[src/rtl/nf10_axi_lite_pkg.sv]
// Shared FSM state type and AXI response codes for the nf10 AXI4-Lite master.
package nf10_axi_lite_pkg;

   typedef enum logic [2:0] {
      IDLE,
      WR,
      WR_B,
      RD_A,
      RD_R,
      RESP
   } state_e;

   localparam logic [1:0] OKAY   = 2'b00;
   localparam logic [1:0] EXOKAY = 2'b01;
   localparam logic [1:0] SLVERR = 2'b10;
   localparam logic [1:0] DECERR = 2'b11;

endpackage

[src/rtl/nf10_axi_lite_master_if.sv]
// Host command/response port plus the AXI4-Lite master bus, bundled for the nf10 register initiator.
interface nf10_axi_lite_master_if #(
   parameter int C_M_AXI_ADDR_WIDTH = 32,
   parameter int C_M_AXI_DATA_WIDTH = 32
);
   localparam int STRB_W = C_M_AXI_DATA_WIDTH / 8;

   logic                          cmd_valid;
   logic                          cmd_ready;
   logic                          cmd_rnw;
   logic [C_M_AXI_ADDR_WIDTH-1:0] cmd_addr;
   logic [C_M_AXI_DATA_WIDTH-1:0] cmd_wdata;
   logic [STRB_W-1:0]             cmd_wstrb;

   logic                          rsp_valid;
   logic                          rsp_ready;
   logic [C_M_AXI_DATA_WIDTH-1:0] rsp_rdata;
   logic [1:0]                    rsp_resp;
   logic                          rsp_timeout;

   logic [C_M_AXI_ADDR_WIDTH-1:0] M_AXI_AWADDR;
   logic                          M_AXI_AWVALID;
   logic                          M_AXI_AWREADY;
   logic [C_M_AXI_DATA_WIDTH-1:0] M_AXI_WDATA;
   logic [STRB_W-1:0]             M_AXI_WSTRB;
   logic                          M_AXI_WVALID;
   logic                          M_AXI_WREADY;
   logic [1:0]                    M_AXI_BRESP;
   logic                          M_AXI_BVALID;
   logic                          M_AXI_BREADY;
   logic [C_M_AXI_ADDR_WIDTH-1:0] M_AXI_ARADDR;
   logic                          M_AXI_ARVALID;
   logic                          M_AXI_ARREADY;
   logic [C_M_AXI_DATA_WIDTH-1:0] M_AXI_RDATA;
   logic [1:0]                    M_AXI_RRESP;
   logic                          M_AXI_RVALID;
   logic                          M_AXI_RREADY;

   modport master (
      input  cmd_valid, cmd_rnw, cmd_addr, cmd_wdata, cmd_wstrb, rsp_ready,
             M_AXI_AWREADY, M_AXI_WREADY, M_AXI_BRESP, M_AXI_BVALID,
             M_AXI_ARREADY, M_AXI_RDATA, M_AXI_RRESP, M_AXI_RVALID,
      output cmd_ready, rsp_valid, rsp_rdata, rsp_resp, rsp_timeout,
             M_AXI_AWADDR, M_AXI_AWVALID, M_AXI_WDATA, M_AXI_WSTRB, M_AXI_WVALID,
             M_AXI_BREADY, M_AXI_ARADDR, M_AXI_ARVALID, M_AXI_RREADY
   );

   modport slave (
      output cmd_valid, cmd_rnw, cmd_addr, cmd_wdata, cmd_wstrb, rsp_ready,
             M_AXI_AWREADY, M_AXI_WREADY, M_AXI_BRESP, M_AXI_BVALID,
             M_AXI_ARREADY, M_AXI_RDATA, M_AXI_RRESP, M_AXI_RVALID,
      input  cmd_ready, rsp_valid, rsp_rdata, rsp_resp, rsp_timeout,
             M_AXI_AWADDR, M_AXI_AWVALID, M_AXI_WDATA, M_AXI_WSTRB, M_AXI_WVALID,
             M_AXI_BREADY, M_AXI_ARADDR, M_AXI_ARVALID, M_AXI_RREADY
   );

endinterface

[src/rtl/nf10_timeout_counter.sv]
// Saturating cycle counter that flags the last cycle a bus phase may wait before being aborted.
module nf10_timeout_counter #(
   parameter int C_TIMEOUT_CYCLES = 1024
) (
   input  logic clk,
   input  logic rst,
   input  logic clear,
   input  logic enable,
   output logic expired
);
   localparam int              CNT_W = $clog2(C_TIMEOUT_CYCLES + 1);
   localparam logic [CNT_W-1:0] LIMIT = CNT_W'(C_TIMEOUT_CYCLES);

   logic [CNT_W-1:0] cnt_q, cnt_d;

   always_comb begin
      cnt_d = cnt_q;
      if (clear) begin
         cnt_d = '0;
      end else if (enable && (cnt_q != LIMIT)) begin
         cnt_d = cnt_q + CNT_W'(1);
      end
   end

   always_ff @(posedge clk or posedge rst) begin
      if (rst) begin
         cnt_q <= '0;
      end else begin
         cnt_q <= cnt_d;
      end
   end

   // High during the C_TIMEOUT_CYCLES-th waiting cycle, so the abort lands exactly at the limit.
   assign expired = (cnt_q >= (LIMIT - CNT_W'(1)));

endmodule

[src/rtl/nf10_axi_lite_master.sv]
// AXI4-Lite initiator: runs one register read or write at a time and aborts phases that exceed a timeout.
module nf10_axi_lite_master
   import nf10_axi_lite_pkg::*;
#(
   parameter int C_M_AXI_ADDR_WIDTH = 32,
   parameter int C_M_AXI_DATA_WIDTH = 32,
   parameter int C_TIMEOUT_CYCLES   = 1024
) (
   input  logic                   axi_aclk,
   input  logic                   axi_reset,
   nf10_axi_lite_master_if.master bus
);
   localparam int STRB_W = C_M_AXI_DATA_WIDTH / 8;

   state_e                        state_q, state_d;
   logic                          aw_done_q, aw_done_d, w_done_q, w_done_d;
   logic                          awvalid_q, awvalid_d, wvalid_q, wvalid_d, bready_q, bready_d;
   logic                          arvalid_q, arvalid_d, rready_q, rready_d;
   logic                          cmd_ready_q, cmd_ready_d, rsp_valid_q, rsp_valid_d;
   logic                          rsp_timeout_q, rsp_timeout_d;
   logic [1:0]                    rsp_resp_q, rsp_resp_d;
   logic [C_M_AXI_DATA_WIDTH-1:0] rsp_rdata_q, rsp_rdata_d, wdata_q, wdata_d;
   logic [C_M_AXI_ADDR_WIDTH-1:0] addr_q, addr_d;
   logic [STRB_W-1:0]             wstrb_q, wstrb_d;
   logic                          accept, aw_hs, w_hs, b_hs, ar_hs, r_hs;
   logic                          abort, tmo_enable, tmo_expired;

   assign accept     = (state_q == IDLE) && cmd_ready_q && bus.cmd_valid;
   assign aw_hs      = awvalid_q && bus.M_AXI_AWREADY;
   assign w_hs       = wvalid_q && bus.M_AXI_WREADY;
   assign b_hs       = bready_q && bus.M_AXI_BVALID;
   assign ar_hs      = arvalid_q && bus.M_AXI_ARREADY;
   assign r_hs       = rready_q && bus.M_AXI_RVALID;
   assign tmo_enable = (state_q == WR) || (state_q == WR_B) || (state_q == RD_A) || (state_q == RD_R);

   nf10_timeout_counter #(
      .C_TIMEOUT_CYCLES(C_TIMEOUT_CYCLES)
   ) u_timeout (
      .clk    (axi_aclk),
      .rst    (axi_reset),
      .clear  (accept),
      .enable (tmo_enable),
      .expired(tmo_expired)
   );

   always_comb begin
      state_d       = state_q;
      aw_done_d     = aw_done_q;
      w_done_d      = w_done_q;
      awvalid_d     = awvalid_q;
      wvalid_d      = wvalid_q;
      bready_d      = bready_q;
      arvalid_d     = arvalid_q;
      rready_d      = rready_q;
      rsp_valid_d   = rsp_valid_q;
      rsp_timeout_d = rsp_timeout_q;
      rsp_resp_d    = rsp_resp_q;
      rsp_rdata_d   = rsp_rdata_q;
      addr_d        = addr_q;
      wdata_d       = wdata_q;
      wstrb_d       = wstrb_q;
      abort         = 1'b0;

      case (state_q)
         IDLE: begin
            if (accept) begin
               addr_d        = bus.cmd_addr;
               wdata_d       = bus.cmd_wdata;
               wstrb_d       = bus.cmd_wstrb;
               rsp_timeout_d = 1'b0;
               aw_done_d     = 1'b0;
               w_done_d      = 1'b0;
               if (bus.cmd_rnw) begin
                  state_d   = RD_A;
                  arvalid_d = 1'b1;
               end else begin
                  state_d   = WR;
                  awvalid_d = 1'b1;
                  wvalid_d  = 1'b1;
               end
            end
         end
         WR: begin
            if (aw_hs) begin
               awvalid_d = 1'b0;
               aw_done_d = 1'b1;
            end
            if (w_hs) begin
               wvalid_d = 1'b0;
               w_done_d = 1'b1;
            end
            // Completion is checked before the timeout so a handshake on the limit cycle still succeeds.
            if ((aw_done_q || aw_hs) && (w_done_q || w_hs)) begin
               state_d  = WR_B;
               bready_d = 1'b1;
            end else if (tmo_expired) begin
               abort = 1'b1;
            end
         end
         WR_B: begin
            if (b_hs) begin
               state_d     = RESP;
               bready_d    = 1'b0;
               rsp_valid_d = 1'b1;
               rsp_resp_d  = bus.M_AXI_BRESP;
               rsp_rdata_d = '0;
            end else if (tmo_expired) begin
               abort = 1'b1;
            end
         end
         RD_A: begin
            if (ar_hs) begin
               state_d   = RD_R;
               arvalid_d = 1'b0;
               rready_d  = 1'b1;
            end else if (tmo_expired) begin
               abort = 1'b1;
            end
         end
         RD_R: begin
            if (r_hs) begin
               state_d     = RESP;
               rready_d    = 1'b0;
               rsp_valid_d = 1'b1;
               rsp_resp_d  = bus.M_AXI_RRESP;
               rsp_rdata_d = bus.M_AXI_RDATA;
            end else if (tmo_expired) begin
               abort = 1'b1;
            end
         end
         RESP: begin
            if (bus.rsp_ready) begin
               state_d     = IDLE;
               rsp_valid_d = 1'b0;
            end
         end
         default: state_d = IDLE;
      endcase

      if (abort) begin
         state_d       = RESP;
         awvalid_d     = 1'b0;
         wvalid_d      = 1'b0;
         bready_d      = 1'b0;
         arvalid_d     = 1'b0;
         rready_d      = 1'b0;
         rsp_valid_d   = 1'b1;
         rsp_resp_d    = SLVERR;
         rsp_timeout_d = 1'b1;
         rsp_rdata_d   = '0;
      end

      cmd_ready_d = (state_d == IDLE);
   end

   always_ff @(posedge axi_aclk or posedge axi_reset) begin
      if (axi_reset) begin
         state_q       <= IDLE;
         aw_done_q     <= 1'b0;
         w_done_q      <= 1'b0;
         awvalid_q     <= 1'b0;
         wvalid_q      <= 1'b0;
         bready_q      <= 1'b0;
         arvalid_q     <= 1'b0;
         rready_q      <= 1'b0;
         cmd_ready_q   <= 1'b0;
         rsp_valid_q   <= 1'b0;
         rsp_timeout_q <= 1'b0;
         rsp_resp_q    <= 2'b00;
         rsp_rdata_q   <= '0;
         addr_q        <= '0;
         wdata_q       <= '0;
         wstrb_q       <= '0;
      end else begin
         state_q       <= state_d;
         aw_done_q     <= aw_done_d;
         w_done_q      <= w_done_d;
         awvalid_q     <= awvalid_d;
         wvalid_q      <= wvalid_d;
         bready_q      <= bready_d;
         arvalid_q     <= arvalid_d;
         rready_q      <= rready_d;
         cmd_ready_q   <= cmd_ready_d;
         rsp_valid_q   <= rsp_valid_d;
         rsp_timeout_q <= rsp_timeout_d;
         rsp_resp_q    <= rsp_resp_d;
         rsp_rdata_q   <= rsp_rdata_d;
         addr_q        <= addr_d;
         wdata_q       <= wdata_d;
         wstrb_q       <= wstrb_d;
      end
   end

   assign bus.cmd_ready     = cmd_ready_q;
   assign bus.rsp_valid     = rsp_valid_q;
   assign bus.rsp_rdata     = rsp_rdata_q;
   assign bus.rsp_resp      = rsp_resp_q;
   assign bus.rsp_timeout   = rsp_timeout_q;
   assign bus.M_AXI_AWADDR  = addr_q;
   assign bus.M_AXI_AWVALID = awvalid_q;
   assign bus.M_AXI_WDATA   = wdata_q;
   assign bus.M_AXI_WSTRB   = wstrb_q;
   assign bus.M_AXI_WVALID  = wvalid_q;
   assign bus.M_AXI_BREADY  = bready_q;
   assign bus.M_AXI_ARADDR  = addr_q;
   assign bus.M_AXI_ARVALID = arvalid_q;
   assign bus.M_AXI_RREADY  = rready_q;

endmodule

[src/flat_wrapper.sv]
// flat-port wrapper written by rule: the top's interface ports become plain ports
module nf10_axi_lite_master_flat import nf10_axi_lite_pkg::*;
#(
   parameter int C_M_AXI_ADDR_WIDTH = 32,
   parameter int C_M_AXI_DATA_WIDTH = 32,
   parameter int C_TIMEOUT_CYCLES   = 1024
)
  (axi_aclk, axi_reset, bus_cmd_valid, bus_cmd_rnw, bus_cmd_addr, bus_cmd_wdata, bus_cmd_wstrb, bus_rsp_ready, bus_M_AXI_AWREADY, bus_M_AXI_WREADY, bus_M_AXI_BRESP, bus_M_AXI_BVALID, bus_M_AXI_ARREADY, bus_M_AXI_RDATA, bus_M_AXI_RRESP, bus_M_AXI_RVALID, bus_cmd_ready, bus_rsp_valid, bus_rsp_rdata, bus_rsp_resp, bus_rsp_timeout, bus_M_AXI_AWADDR, bus_M_AXI_AWVALID, bus_M_AXI_WDATA, bus_M_AXI_WSTRB, bus_M_AXI_WVALID, bus_M_AXI_BREADY, bus_M_AXI_ARADDR, bus_M_AXI_ARVALID, bus_M_AXI_RREADY);
  nf10_axi_lite_master_if #(.C_M_AXI_ADDR_WIDTH(C_M_AXI_ADDR_WIDTH), .C_M_AXI_DATA_WIDTH(C_M_AXI_DATA_WIDTH)) bus_i ();
  input  logic axi_aclk;
  input  logic axi_reset;
  input wire logic [$bits(bus_i.cmd_valid)-1:0] bus_cmd_valid;
  input wire logic [$bits(bus_i.cmd_rnw)-1:0] bus_cmd_rnw;
  input wire logic [$bits(bus_i.cmd_addr)-1:0] bus_cmd_addr;
  input wire logic [$bits(bus_i.cmd_wdata)-1:0] bus_cmd_wdata;
  input wire logic [$bits(bus_i.cmd_wstrb)-1:0] bus_cmd_wstrb;
  input wire logic [$bits(bus_i.rsp_ready)-1:0] bus_rsp_ready;
  input wire logic [$bits(bus_i.M_AXI_AWREADY)-1:0] bus_M_AXI_AWREADY;
  input wire logic [$bits(bus_i.M_AXI_WREADY)-1:0] bus_M_AXI_WREADY;
  input wire logic [$bits(bus_i.M_AXI_BRESP)-1:0] bus_M_AXI_BRESP;
  input wire logic [$bits(bus_i.M_AXI_BVALID)-1:0] bus_M_AXI_BVALID;
  input wire logic [$bits(bus_i.M_AXI_ARREADY)-1:0] bus_M_AXI_ARREADY;
  input wire logic [$bits(bus_i.M_AXI_RDATA)-1:0] bus_M_AXI_RDATA;
  input wire logic [$bits(bus_i.M_AXI_RRESP)-1:0] bus_M_AXI_RRESP;
  input wire logic [$bits(bus_i.M_AXI_RVALID)-1:0] bus_M_AXI_RVALID;
  output wire logic [$bits(bus_i.cmd_ready)-1:0] bus_cmd_ready;
  output wire logic [$bits(bus_i.rsp_valid)-1:0] bus_rsp_valid;
  output wire logic [$bits(bus_i.rsp_rdata)-1:0] bus_rsp_rdata;
  output wire logic [$bits(bus_i.rsp_resp)-1:0] bus_rsp_resp;
  output wire logic [$bits(bus_i.rsp_timeout)-1:0] bus_rsp_timeout;
  output wire logic [$bits(bus_i.M_AXI_AWADDR)-1:0] bus_M_AXI_AWADDR;
  output wire logic [$bits(bus_i.M_AXI_AWVALID)-1:0] bus_M_AXI_AWVALID;
  output wire logic [$bits(bus_i.M_AXI_WDATA)-1:0] bus_M_AXI_WDATA;
  output wire logic [$bits(bus_i.M_AXI_WSTRB)-1:0] bus_M_AXI_WSTRB;
  output wire logic [$bits(bus_i.M_AXI_WVALID)-1:0] bus_M_AXI_WVALID;
  output wire logic [$bits(bus_i.M_AXI_BREADY)-1:0] bus_M_AXI_BREADY;
  output wire logic [$bits(bus_i.M_AXI_ARADDR)-1:0] bus_M_AXI_ARADDR;
  output wire logic [$bits(bus_i.M_AXI_ARVALID)-1:0] bus_M_AXI_ARVALID;
  output wire logic [$bits(bus_i.M_AXI_RREADY)-1:0] bus_M_AXI_RREADY;
  assign bus_i.cmd_valid = bus_cmd_valid;
  assign bus_i.cmd_rnw = bus_cmd_rnw;
  assign bus_i.cmd_addr = bus_cmd_addr;
  assign bus_i.cmd_wdata = bus_cmd_wdata;
  assign bus_i.cmd_wstrb = bus_cmd_wstrb;
  assign bus_i.rsp_ready = bus_rsp_ready;
  assign bus_i.M_AXI_AWREADY = bus_M_AXI_AWREADY;
  assign bus_i.M_AXI_WREADY = bus_M_AXI_WREADY;
  assign bus_i.M_AXI_BRESP = bus_M_AXI_BRESP;
  assign bus_i.M_AXI_BVALID = bus_M_AXI_BVALID;
  assign bus_i.M_AXI_ARREADY = bus_M_AXI_ARREADY;
  assign bus_i.M_AXI_RDATA = bus_M_AXI_RDATA;
  assign bus_i.M_AXI_RRESP = bus_M_AXI_RRESP;
  assign bus_i.M_AXI_RVALID = bus_M_AXI_RVALID;
  assign bus_cmd_ready = bus_i.cmd_ready;
  assign bus_rsp_valid = bus_i.rsp_valid;
  assign bus_rsp_rdata = bus_i.rsp_rdata;
  assign bus_rsp_resp = bus_i.rsp_resp;
  assign bus_rsp_timeout = bus_i.rsp_timeout;
  assign bus_M_AXI_AWADDR = bus_i.M_AXI_AWADDR;
  assign bus_M_AXI_AWVALID = bus_i.M_AXI_AWVALID;
  assign bus_M_AXI_WDATA = bus_i.M_AXI_WDATA;
  assign bus_M_AXI_WSTRB = bus_i.M_AXI_WSTRB;
  assign bus_M_AXI_WVALID = bus_i.M_AXI_WVALID;
  assign bus_M_AXI_BREADY = bus_i.M_AXI_BREADY;
  assign bus_M_AXI_ARADDR = bus_i.M_AXI_ARADDR;
  assign bus_M_AXI_ARVALID = bus_i.M_AXI_ARVALID;
  assign bus_M_AXI_RREADY = bus_i.M_AXI_RREADY;
  nf10_axi_lite_master #(.C_M_AXI_ADDR_WIDTH(C_M_AXI_ADDR_WIDTH), .C_M_AXI_DATA_WIDTH(C_M_AXI_DATA_WIDTH), .C_TIMEOUT_CYCLES(C_TIMEOUT_CYCLES)) u_core (.axi_aclk(axi_aclk), .axi_reset(axi_reset), .bus(bus_i));
endmodule
[config.mk]
export PLATFORM = sky130hd
export DESIGN_NAME = nf10_axi_lite_master_flat
export DESIGN_NICKNAME = d
export VERILOG_FILES = /design/src/rtl/nf10_axi_lite_pkg.sv /design/src/rtl/nf10_axi_lite_master_if.sv /design/src/rtl/nf10_timeout_counter.sv /design/src/rtl/nf10_axi_lite_master.sv /design/src/flat_wrapper.sv
export SDC_FILE = /design/constraint.sdc
export NUM_CORES = 1
export LEC_CHECK = 0
export CELL_PAD_IN_SITES_DETAIL_PLACEMENT = 0
export CELL_PAD_IN_SITES_GLOBAL_PLACEMENT = 1
export CORE_MARGIN = 2
export CORE_UTILIZATION = 27
export CTS_CLUSTER_SIZE = 12
export DETAILED_ROUTE_END_ITERATION = 6
export PLACE_DENSITY_LB_ADDON = 0.1
export RECOVER_POWER = 50
export SYNTH_ARGS = -nofsm -noshare
export SYNTH_HDL_FRONTEND = slang
export SYNTH_SLANG_ARGS = --single-unit
[constraint.sdc]
create_clock -name axi_aclk -period 4.2 [get_ports axi_aclk]
set_input_delay 1.05 -clock axi_aclk [delete_from_list [all_inputs] [get_ports axi_aclk]]
set_output_delay 1.05 -clock axi_aclk [all_outputs]
set_load 0.02 [all_outputs]
Word-level counts from Yosys, hierarchy flattened
Cells that the tools add are included.
- add/sub/neg operators: 1
- $mul: 0
- div/mod/pow operators: 0
- $lt $le $gt $ge: 1
- eq/ne operators: 19
- shift operators: 0
- muxes and demuxes: 58
- bitwise logic cells: 0
- reductions and logical operators: 37
- operator list (operator ; count):
    two-way mux 32 bit ; 3
    one-hot mux 32 bit (2 select lines) ; 1
    two-way mux 1 bit ; 30
    two-way mux 11 bit ; 2
    two-way mux 3 bit ; 7
    inequality test 3 x 1 -> 1 bit, second input constant ; 6
    one-hot mux 3 bit (6 select lines) ; 1
    AND reduction 4 bit ; 4
    AND reduction 3 bit ; 5
    nonzero test 3 bit ; 5
    one-hot mux 1 bit (2 select lines) ; 7
    inequality test 3 x 2 -> 1 bit, second input constant ; 4
    adder 11 x 1 -> 11 bit, second input constant ; 1
    >= comparator 11 x 10 -> 1 bit, second input constant ; 1
    inequality test 11 bit, second input constant ; 1
    logical AND 1 bit ; 9
    two-way mux 2 bit ; 4
    nonzero test 2 bit ; 4
    equality test 3 x 2 -> 1 bit, second input constant ; 2
    equality test 3 bit, second input constant ; 2
    logical NOT 3 bit ; 2
    inequality test 2 x 1 -> 1 bit, second input constant ; 3
    logical OR 1 bit ; 5
    one-hot mux 1 bit (4 select lines) ; 1
    other kinds (5) ; 6
- flip-flop bits (word level): 126
- latch bits: 0
- RAM bits: 0
- memory bits (read-only): 0
- input bits: 114
- output and inout bits: 142
- logic and storage cells: 133
- memories: 0

Depth between registers and ports, before layout
- depth after elaboration: 7
- gate-level depth with buffers: 8
- gate-level depth less buffers: 6

By module
A second synthesis with hierarchy kept.
- cell total of the unflattened synthesis: 560
- area, all modules: 5469.0 µm²
- by module, submodules not included (module ; times used ; cells each ; area each (µm²) ; seq. area each (µm²)):
    nf10_axi_lite_master ; 1 ; 491 ; 4818.4 ; 2877.8
    nf10_timeout_counter ; 1 ; 69 ; 650.6 ; 275.3

Least setup slack after synthesis
No wires, ideal clock.
- kind: input port to flip-flop
- from: in bus_M_AXI_ARREADY
- to: reg u_core.rsp_valid_q (netlist: u_core.bus.rsp_valid)
- library setup time: 126 ps
- arrival: 1987 ps
- required time: 4074 ps
- setup slack: 2086 ps
- stages on the path: 6
- path buffers: 1
- cell sequence: and2_1 -> o2bb2ai_2 -> nand3b_1 -> and2_1 -> buf_6 -> o32a_1
- word-level cells in the longest chain between the ends: 5
- elaborated cells between the ends (all ways): 9
- those cells by class: 3 x eq/ne; 3 x mux; 3 x reduce/logical
- RTL lines (what ; line ; RTL):
    start, declared ; flat_wrapper.sv:22 ; input wire logic [$bits(bus_i.M_AXI_ARREADY)-1:0] bus_M_AXI_ARREADY;
    logical AND 1 bit (*) ; nf10_axi_lite_master.sv:32 ; assign ar_hs = arvalid_q && bus.M_AXI_ARREADY;
    two-way mux 1 bit (*) ; nf10_axi_lite_master.sv:112 ; if (ar_hs) begin
    one-hot mux 1 bit (4 select lines) (*) ; nf10_axi_lite_master.sv:64 ; case (state_q)
    inequality test 3 x 2 -> 1 bit (no line), or another cell as far along ; n/a ;
    AND reduction 4 bit (no line) ; n/a ;
    end signal, assigned ; nf10_axi_lite_master.sv:184 ; rsp_valid_q <= rsp_valid_d;
    end, declared ; nf10_axi_lite_master.sv:19 ; logic cmd_ready_q, cmd_ready_d, rsp_valid_q, rsp_valid_d;
Mark *: on every way between the ends. The rest lies on a longest branch, timed or not.
A chain may end at the register's enable or synchronous reset.

==> flow_summary_export.csv <==
group,metric,value,unit
sta,fmaxAchievable,366,MHz
synthesis,ys_top_cells_by_area,"dfrtp_1, nand2_1, buf_4, nand3_1, a21oi_1",
clocking,cts_sinks,126,
placement,hpwl,12.3,mm
synthesis,ys_seq_area_share,55.7,%
sta,setup_violations,0,
setup_path,crit_fanout,40,
clocking,clockRootBuffer,"clkbuf_16",
clocking,cts_tree,"yes",
synthesis,yosysTopAreaCell,"dfrtp_1",
cells_and_area,fillers,2057,
clocking,cts_resized,0,
setup_path,path_class,"in2async",
grt,grt_pass1_vias,5254,
setup_path,ff2ff_setup_slack,1730,ps
grt,grt_usage,16.1,%
cells_and_area,syn_to_final_growth,54.8,%
cells_and_area,final_cells,1118,
cells_and_area,multi_input_area,0.00204,mm²
detailed_routing,postRouteAntennaNets,0,
clocking,clk_path_buf_depth,2,
sta,slew_headroom,31.4,%
synthesis,synth.most_common_cell,"nand2_1",
detailed_routing,vias_per_cell,4.48,
synthesis,synth_cell_type_count,52,
detailed_routing,vias,5010,
pwr,vdd_drop_max,0.292,mV
pwr,p_leak,0.00405,µW
synthesis,ys_ff_latch,126,
setup_path,slowest_delay,900,ps
placement,place_congestion,0.786,
grt,antenna_found_initial,1,
detailed_routing,drt_iter0_drc,137,
setup_path,crit_required,4590,ps
run_status,status,"finished, final reports clean",
setup_path,crit_end,"u_core.bus.M_AXI_WDATA[30]",
synthesis,syn_area_per_cell,9.19,µm²
die,top_level_ports,256,
sta,drv_slew,0,
placement,io_buffers,255,
pwr,p_per_area,732,mW/mm²
cells_and_area,drive_gt1_share,6.38,%
clocking,numCtsBuffers,17,
setup_path,worstReg2RegEnd,"u_core.bus.cmd_ready",
synthesis,synth-edff-count,0,
synthesis,synthDominantCellAreaShare,55.7,%
grt,grt_pass1_wl,27.8,mm
die,core,0.0204,mm²
cells_and_area,final-seq-area,0.00315,mm²
setup_path,worstSetupStartpoint,"axi_reset",
die,die_x,149,µm
cells_and_area,final_nets,950,
synthesis,synth-async-reset-ratio,100,%
synthesis,syn_area,0.00566,mm²
sta,rsz0062_at_grt,"false",
detailed_routing,wl_per_cell,15.6,µm
grt,overflow,0,
setup_path,critPathLaunchType,"primary input",
clocking,clk_latency,420,ps
setup_path,r2r_cells,5,
cells_and_area,design_area,0.00876,mm²
clocking,htree_levels,4,
clocking,holdBufCountCts,0,
synthesis,synth_warnings,0,
clocking,path_clk_slew,60,ps
min_path,hp-class,"reg2reg",
setup_path,crit_slowest_cell,"clkbuf_2",
sta,tightest_slew,1030,ps
job,max-cap-violations,0,
sta,skew,7.40,ps
placement,dpl_cell_area,0.00819,mm²
detailed_routing,drc,0,
setup_path,path_cells,"dlygate4sd3_1 -> clkinvlp_2 -> clkbuf_2",
synthesis,synthCells,616,
die,fp-row-count,52,
sta,period_share,65.1,%
sta,fin_tns_setup,0,ps
cells_and_area,finish.utilization,42.9,%
detailed_routing,dr.pass1.iters,4,
setup_path,r2r_start,"u_core.state_q[1]",
setup_path,worstPathArrival,3130,ps
clocking,post_cts.repair.setup_buffers,0,
synthesis,synth_common_cells,"nand2_1, dfrtp_1, nand3_1",
die,fp.dieArea,0.0221,mm²
synthesis,syn-num-nets,732,
placement,placed_cells,1085,
die,die_y,149,µm
die,initial_utilization,27.7,%
detailed_routing,wl,17.4,mm
grt,grt_max_degree,51,
synthesis,ys.flop_type,"dfrtp_1",
sta,finalHoldViolCount,0,
sta,fin_crit,2740,ps
setup_path,endpoint_kind,"async pin",
## worst min path at each step
stage,cells past startpoint,startpoint,to
2_1_floorplan,2,u_core.aw_done_q,u_core.aw_done_q
3_3_place_gp,2,u_core.bus.M_AXI_WSTRB[0],u_core.bus.M_AXI_WSTRB[0]
3_5_place_dp,2,u_core.bus.M_AXI_WDATA[31],u_core.bus.M_AXI_WDATA[31]
4_1_cts,2,u_core.bus.M_AXI_WDATA[31],u_core.bus.M_AXI_WDATA[31]
5_1_grt,2,u_core.bus.M_AXI_WDATA[22],u_core.bus.M_AXI_WDATA[22]
6_report,2,u_core.bus.M_AXI_WDATA[31],u_core.bus.M_AXI_WDATA[31]
## logic make-up after synthesis
family	Yosys count	synth area share, %
buf+inv	71	8.40
simple gates	343	26.5
compound gates	65	7.18
flops	126	55.7
xor+xnor	7	1.41
mux	2	0.354
fa+ha+maj	2	0.442
## worst max-delay path, delay by kind of cell
family	cells	cell delay, ps
buffers and inverters	3	2040
## registers in the layout, summed over array words and instances (netlist names)
signal and cells:
u_core.bus.M_AXI_WVALID 1, u_core.bus.rsp_resp 2, u_core.bus.rsp_timeout 1, u_core.bus.M_AXI_WDATA 32, u_core.bus.rsp_rdata 32, u_core.state_q 3, u_core.w_done_q 1, u_core.bus.cmd_ready 1
u_core.bus.rsp_valid 1, u_core.bus.M_AXI_AWVALID 1, u_core.bus.M_AXI_ARVALID 1, u_core.bus.M_AXI_WSTRB 4, u_core.aw_done_q 1, u_core.u_timeout.cnt_q 11, u_core.bus.M_AXI_RREADY 1, u_core.bus.M_AXI_BREADY 1
u_core.bus.M_AXI_ARADDR 32
## power breakdown
group	total, µW	leakage (µW)	switching, µW	internal, µW
Combinational	2890	0.00215	1600	1290
Sequential	2070	0.00163	386	1680
Clock	1450	0.000272	550	902
## placed cells by master, fill, tap and decap left out, types with 2 or more instances in the layout
master and n:
buf_4 6, or3_1 2, a31oi_1 3, dfrtp_1 126
nor3_2 2, bufinv_16 2, o31ai_1 3, nor3_1 2
clkbuf_2 2, and2_1 2, nor3b_2 3, clkinvlp_4 4
xor2_1 4, xnor2_1 2, and4_1 2, clkbuf_1 3
mux2i_1 2, nand2_1 249, clkinv_2 3, o211ai_1 3
a21boi_0 2, dlygate4sd3_1 72, nand3_1 42, ha_1 2
clkbuf_16 17, clkdlybuf4s50_1 183, inv_1 5, nand4_1 3
clkbuf_8 2, a21oi_1 39, nand3b_1 3, nand2b_1 2
nor2_1 19, nor4_1 4, o21ai_0 2
## layer usage
| metal | up-vias | global-route usage (%) | share of wire, % |
|---|---|---|---|
| met4 | 0 | 5.62 | 2.1 |
| met5 | - | 0 | 0 |
| li1 | 2414 | - | - |
| met3 | 20 | 6.76 | 9.1 |
| met2 | 200 | 27.2 | 48 |
| met1 | 2376 | 18.3 | 41 |
## final cells by class
cell class | count | share of cell area, %
clock inverters | 10 | 1.30
multi-input cells | 419 | 23.3
diodes | 1 | 0.0286
repair buffers | 264 | 30.0
flip-flops and latches | 126 | 36.0
clock buffers | 22 | 5.30
well taps | 270 | 3.86
inverters | 6 | 0.271
## stage by stage
step           hold WS, ps  power [µW]  worst slack (ps)
6_report               465        6420              1460
4_1_cts                477        6620              1450
3_5_place_dp           461        5120              1020
5_1_grt                485        6860              1080
2_1_floorplan          463        3820              1600
3_3_place_gp           457        5080              1070
Power figures use the tool's default switching activity.
